<file path="src/rtl/mem_arbiter.sv">
// Two-requester single-port RAM arbiter with burst-limited ownership and 1-cycle read return.
// Optional macro MEM_ARB_ROUND_ROBIN_EN: round-robin IDLE tie-break (default: fixed priority to A).
module mem_arbiter #(
  parameter int unsigned ADDR_W    = 16,
  parameter int unsigned DATA_W    = 16,
  parameter int unsigned MAX_BURST = 4
) (
  input  logic              clock,
  input  logic              reset,
  input  logic              a_req,
  input  logic              a_we,
  input  logic [ADDR_W-1:0] a_addr,
  input  logic [DATA_W-1:0] a_wdata,
  output logic              a_gnt,
  output logic              a_rvalid,
  output logic [DATA_W-1:0] a_rdata,
  input  logic              b_req,
  input  logic              b_we,
  input  logic [ADDR_W-1:0] b_addr,
  input  logic [DATA_W-1:0] b_wdata,
  output logic              b_gnt,
  output logic              b_rvalid,
  output logic [DATA_W-1:0] b_rdata,
  output logic              ram_read_enable,
  output logic              ram_write_enable,
  output logic [ADDR_W-1:0] ram_address,
  output logic [DATA_W-1:0] ram_write_data,
  input  logic [DATA_W-1:0] ram_read_data,
  output logic [1:0]        owner
);

  localparam int unsigned CNT_W = $clog2(MAX_BURST + 1);

  typedef enum logic [1:0] {
    IDLE  = 2'b00,
    OWN_A = 2'b01,
    OWN_B = 2'b10
  } state_e;

  state_e             state_q, state_d;
  logic [CNT_W-1:0]   burst_cnt_q, burst_cnt_d;
  logic [1:0]         rd_owner_q, rd_owner_d;
  logic [DATA_W-1:0]  a_rdata_q, a_rdata_d;
  logic [DATA_W-1:0]  b_rdata_q, b_rdata_d;
  logic               grant_a, grant_b;
  logic               burst_done;
  logic               tie_to_a;

`ifdef MEM_ARB_ROUND_ROBIN_EN
  // last_owner: 0 = A, 1 = B
  logic last_owner_q, last_owner_d;
  assign tie_to_a = last_owner_q;

  always_comb begin
    last_owner_d = last_owner_q;
    if (grant_a) last_owner_d = 1'b0;
    if (grant_b) last_owner_d = 1'b1;
  end

  always_ff @(posedge clock) begin
    if (reset) last_owner_q <= 1'b1;
    else       last_owner_q <= last_owner_d;
  end
`else
  assign tie_to_a = 1'b1;
`endif

  // Grant decision: current owner keeps the RAM under contention until its burst is used up.
  always_comb begin
    grant_a    = 1'b0;
    grant_b    = 1'b0;
    burst_done = (burst_cnt_q >= CNT_W'(MAX_BURST));
    if (!reset) begin
      if (a_req && !b_req) begin
        grant_a = 1'b1;
      end else if (b_req && !a_req) begin
        grant_b = 1'b1;
      end else if (a_req && b_req) begin
        case (state_q)
          OWN_A: begin
            grant_a = !burst_done;
            grant_b = burst_done;
          end
          OWN_B: begin
            grant_a = burst_done;
            grant_b = !burst_done;
          end
          default: begin
            grant_a = tie_to_a;
            grant_b = !tie_to_a;
          end
        endcase
      end
    end
  end

  always_comb begin
    state_d     = IDLE;
    burst_cnt_d = '0;
    if (grant_a) begin
      state_d = OWN_A;
      if (state_q != OWN_A) burst_cnt_d = CNT_W'(1);
      else if (burst_done)  burst_cnt_d = burst_cnt_q;
      else                  burst_cnt_d = burst_cnt_q + CNT_W'(1);
    end else if (grant_b) begin
      state_d = OWN_B;
      if (state_q != OWN_B) burst_cnt_d = CNT_W'(1);
      else if (burst_done)  burst_cnt_d = burst_cnt_q;
      else                  burst_cnt_d = burst_cnt_q + CNT_W'(1);
    end

    rd_owner_d = {grant_b && !b_we, grant_a && !a_we};

    a_rdata_d = a_rdata_q;
    b_rdata_d = b_rdata_q;
    if (rd_owner_q[0]) a_rdata_d = ram_read_data;
    if (rd_owner_q[1]) b_rdata_d = ram_read_data;
  end

  always_ff @(posedge clock) begin
    if (reset) begin
      state_q     <= IDLE;
      burst_cnt_q <= '0;
      rd_owner_q  <= 2'b00;
      a_rdata_q   <= '0;
      b_rdata_q   <= '0;
    end else begin
      state_q     <= state_d;
      burst_cnt_q <= burst_cnt_d;
      rd_owner_q  <= rd_owner_d;
      a_rdata_q   <= a_rdata_d;
      b_rdata_q   <= b_rdata_d;
    end
  end

  assign a_gnt = grant_a;
  assign b_gnt = grant_b;
  assign owner = {grant_b, grant_a};

  // RAM drive: winner's request, all zero when nobody is granted.
  always_comb begin
    ram_read_enable  = 1'b0;
    ram_write_enable = 1'b0;
    ram_address      = '0;
    ram_write_data   = '0;
    if (grant_a) begin
      ram_read_enable  = !a_we;
      ram_write_enable = a_we;
      ram_address      = a_addr;
      ram_write_data   = a_wdata;
    end else if (grant_b) begin
      ram_read_enable  = !b_we;
      ram_write_enable = b_we;
      ram_address      = b_addr;
      ram_write_data   = b_wdata;
    end
  end

  // Return path: RAM data arrives the cycle after the grant, so it is forwarded straight out.
  assign a_rvalid = rd_owner_q[0] && !reset;
  assign b_rvalid = rd_owner_q[1] && !reset;
  assign a_rdata  = a_rvalid ? ram_read_data : a_rdata_q;
  assign b_rdata  = b_rvalid ? ram_read_data : b_rdata_q;

endmodule

</file>
<file path="config.mk">
export PLATFORM = sky130hd
export DESIGN_NAME = mem_arbiter
export DESIGN_NICKNAME = d
export VERILOG_FILES = /design/src/rtl/mem_arbiter.sv
export SDC_FILE = /design/constraint.sdc
export NUM_CORES = 1
export LEC_CHECK = 0
export ABC_AREA = 1
export ABC_CLOCK_PERIOD_IN_PS = 3000
export CORE_MARGIN = 1
export CORE_UTILIZATION = 41
export CTS_CLUSTER_SIZE = 40
export DETAILED_ROUTE_END_ITERATION = 7
export HOLD_SLACK_MARGIN = 0.03
export PLACE_DENSITY = 0.88
export SLEW_MARGIN = 20
export SYNTH_ARGS = -nofsm -noshare
export SYNTH_HDL_FRONTEND = slang
export SYNTH_SLANG_ARGS = --single-unit
</file>
<file path="constraint.sdc">
create_clock -name clock -period 3 [get_ports clock]
set_clock_uncertainty 0.2 [all_clocks]
set_input_delay 0.6 -clock clock [delete_from_list [all_inputs] [get_ports clock]]
set_output_delay 0.6 -clock clock [all_outputs]
set_load 0.03 [all_outputs]
</file>
* After elaboration in Yosys (flattened, before gate mapping)
Index checks and enable logic that the tools add are counted.
** Cells by class
- Order comparisons :: 1
- $add $sub $neg :: 1
- Mux-type cells :: 27
- Reductions and logical operators :: 14
- Eq/ne operators :: 4
** Operators by type and width (number)
- 2-to-1 mux 16 bit :: 6
- 2-to-1 mux 3 bit :: 5
- 2-to-1 mux 1 bit :: 13
- logical AND 1 bit :: 7
- logical NOT 1 bit :: 6
- case mux 1 bit (2 select lines) :: 2
- adder 3 x 1 -> 3 bit (second input constant) :: 1
- >= comparator 3 bit (second input constant) :: 1
- equality test 2 x 1 -> 1 bit (second input constant) :: 1
- equality test 2 bit (second input constant) :: 1
- 2-to-1 mux 2 bit :: 1
- inequality test 2 x 1 -> 1 bit (second input constant) :: 1
- inequality test 2 bit (second input constant) :: 1
- OR reduction 2 bit :: 1
** Word-level totals
- Output and inout bits :: 72
- Word-level logic and storage cells :: 53
- Register bits after elaboration :: 39

* Logic depth before layout (Yosys ltp)
- Depth after elaboration :: 9
- Depth in mapped cells :: 10

* Least setup slack after synthesis
Ideal clock, no wire load.
- Kind :: input-to-output
- From :: input port reset
- To :: output port a_rdata[0]
- Arrival time :: 1669 ps
- Required time :: 2200 ps
- Buffers on the path :: 1
- Path slack :: 531 ps
- Stages :: 4
- Cells stage by stage :: inv_1 > nand2_1 > clkbuf_1 > o21ai_0
** On the way
- Word-level cells in the longest chain between the ends :: 3
** Ends and longest elaborated chain
- start, declared :: line 9 : input logic reset,
- logical NOT 1 bit :: line 160 : assign a_rvalid = rd_owner_q[0] && !reset;
- logical AND 1 bit :: line 160
- 2-to-1 mux 16 bit :: line 162 : assign a_rdata = a_rvalid ? ram_read_data : a_rdata_q;
- end, declared :: line 16 : output logic [DATA_W-1:0] a_rdata,
No other way between the ends.

* Final worst setup path
- From :: input port reset
- To :: output port b_rdata[6]
** On the way
- Word-level cells in the longest chain between the ends :: 3
** Ends and longest elaborated chain
- logical NOT 1 bit :: line 161 : assign b_rvalid = rd_owner_q[1] && !reset;
- logical AND 1 bit :: line 161
- 2-to-1 mux 16 bit :: line 163 : assign b_rdata = b_rvalid ? ram_read_data : b_rdata_q;
- end, declared :: line 23 : output logic [DATA_W-1:0] b_rdata,
No other way between the ends.

==> metrics.txt <==
grt ovf=0; type of the tightest min-delay check=flip-flop to flip-flop; crit end category=primary output; crit start category=input pin; Die Height=83.0 um; Worst Hold Slack=269 ps; drc violations=0; H-Tree Depth=2; Initial DRC Count=125; gp weighted congestion=0.890; DR WL/cell=11.8 um; syn_area_per_cell=5.95 sq um; Tcrit/Tclk final=94.5%; Synthesized Nets=543; placed insts=663; min Tclk post-route=2830 ps; Post-Route WL=7930 um; Mapped Cells=452; RSZ-0062 raised after global routing=no; largest net degree at the start of global routing=50; clock root buffer=clkbuf_8; worst r2r src=state_q[0]$_SDFF_PP0_; GRT Total Usage=22.8%; Yosys warning total=0; Final Util=66.6%; Via-to-Cell Ratio=4.88; Peak Freq=0.353 GHz; Worst Reg-to-Reg Cells=9; Crit Path Category=input pin to primary output; via count=3275; DR pass1 iterations=5; share of the synthesized area in the top cell type=29.0%; clock buffer depth=2; Seq/Total Area, Yosys=29.0%; die width=83.0 um; Slew HR=78.0%; Area contributors post-synth=dfxtp_1, nand2_1, inv_1; leading cell type in the layout, fill and taps excluded=nand2_1; dpl hpwl=6120 um; library cells used by synthesis=17; layout cells sized above 1=16.5%; Non-Filler Instances=671; Yosys top cell by area=dfxtp_1; FF-to-FF End=state_q[1]$_SDFF_PP0_; Final #Nets=684; row count=29; global-route wire length before repair=13300 um; clk_lat worst skew=280 ps; worst vdd ir=252 uV; mapped cell area=0.00269 sq mm; Initial Util=42.4%; PostCTS Resize Cnt=0; antenna violations before repair=0; Max FO, Critical Path=49; Hold Fails Final Rpt=0; Pins Over Slew Limit=0; total negative slack=0 ps; worst setup path start=reset; arrival time at the worst endpoint=2030 ps; leakage=0.00214 uW; Critical path destination=b_rdata[6]; Max-Cap Viols=0; status=complete, no violations; Worst Tran Pin Value=330 ps; clock-pin slew on the worst setup and hold paths=70 ps; most frequent cells in the layout=nand2_1, inv_1, clkdlybuf4s50_1; r2r setup slk=1340 ps; antenna-violating nets left=0; cts bufs inserted=5; Post-CTS Hold Fix Bufs=0; Seq cells post-synth=39; area delta synth->final=57.2%; core area=0.00635 sq mm; I/O Pins=158; clock sink count=39; number of I/O port buffers=157; final setup fails=0; Required @ worst endpoint=2200 ps; postcts setup bufs=0; CTS tree=built; dpl ws=193 ps; diodes inserted=0; final worst setup slack=166 ps; vias in the first global route=2982; Die ar.=0.00689 sq mm; power per cell area=362 mW/mm^2
==> worst max-delay path, stage by stage <==
cell and delay [ps]:
clkdlybuf4s50_1 450, inv_1 200, nand2_1 130, buf_12 200
o21ai_0 240, buf_4 210
==> logic make-up (layout without fill, tap and decap cells) <==
kind of cell / Yosys count / after routing / share of synthesized area, %
buffers and inverters: 135 / 277 / 21.9
AO/OA/AOI/OAI: 65 / 65 / 13.6
flip-flops: 39 / 39 / 29.0
adder cells (fa/ha/maj): 5 / 5 / 2.32
AND/OR/NAND/NOR: 208 / 208 / 33.2
==> routing by layer <==
| layer | GRT usage, % | vias to the layer above | share of wire, % |
|---|---|---|---|
| li1 | - | 1686 | - |
| met2 | 39.9 | 159 | 47 |
| met5 | 0 | - | 0 |
| met3 | 7.65 | 19 | 9.5 |
| met4 | 8.46 | 0 | 2.9 |
| met1 | 25.7 | 1411 | 40 |
==> stage by stage <==
step	total power, uW	area (sq um)
CTS	1540	4230
global placement	1020	4100
global route	1600	4230
floorplan	810	2690
detailed placement	1030	4100
finish	1530	4230
==> worst min path at each step <==
stage | start | endpoint | slack [ps] | cells past startpoint
after floorplan | a_rdata_q[10]$_SDFFE_PP0P_ | a_rdata_q[10]$_SDFFE_PP0P_ | 240 | 2
after global placement | b_rdata_q[9]$_SDFFE_PP0P_ | b_rdata_q[9]$_SDFFE_PP0P_ | 250 | 2
after detailed placement | a_rdata_q[7]$_SDFFE_PP0P_ | a_rdata_q[7]$_SDFFE_PP0P_ | 250 | 2
after CTS | a_rdata_q[7]$_SDFFE_PP0P_ | a_rdata_q[7]$_SDFFE_PP0P_ | 270 | 2
after global routing | a_rdata_q[0]$_SDFFE_PP0P_ | a_rdata_q[0]$_SDFFE_PP0P_ | 290 | 2
final | a_rdata_q[7]$_SDFFE_PP0P_ | a_rdata_q[7]$_SDFFE_PP0P_ | 270 | 2
==> Yosys cell counts (all sizes together) <==
| cell | number |
|---|---|
| nand2 | 121 |
| inv | 99 |
| nor2 | 43 |
| dfxtp | 39 |
| nand4 | 37 |
| o21ai | 33 |
| o22ai | 32 |
| buf | 26 |
| clkbuf | 10 |
| ha | 5 |
| nand3 | 5 |
| or2 | 2 |
==> report_power, final <==
part           leakage, uW  internal, uW  switching (uW)  total, uW
combinational      0.00176           217             259        476
sequential        0.000317           534            9.20        543
clock            0.0000654           332             178        511
total              0.00214          1080             446       1530
==> state kept, by name, summed over array words and instances, names as in the netlist <==
register / count
rd_owner_q: 2
burst_cnt_q: 3
b_rdata_q: 16
a_rdata_q: 16
state_q: 2
==> layout make-up <==
cell class                      count  area [sq um]
Multi-Input combinational cell    278          1320
Fill cell                         552          2120
Inverter                           99           372
Clock inverter                      2          60.1
Clock buffer                        6          72.6
Timing Repair Buffer              170          1530
Sequential cell                    39           781
Tap cell                           77          96.3
Note: power is estimated with default switching activity, not from simulation.
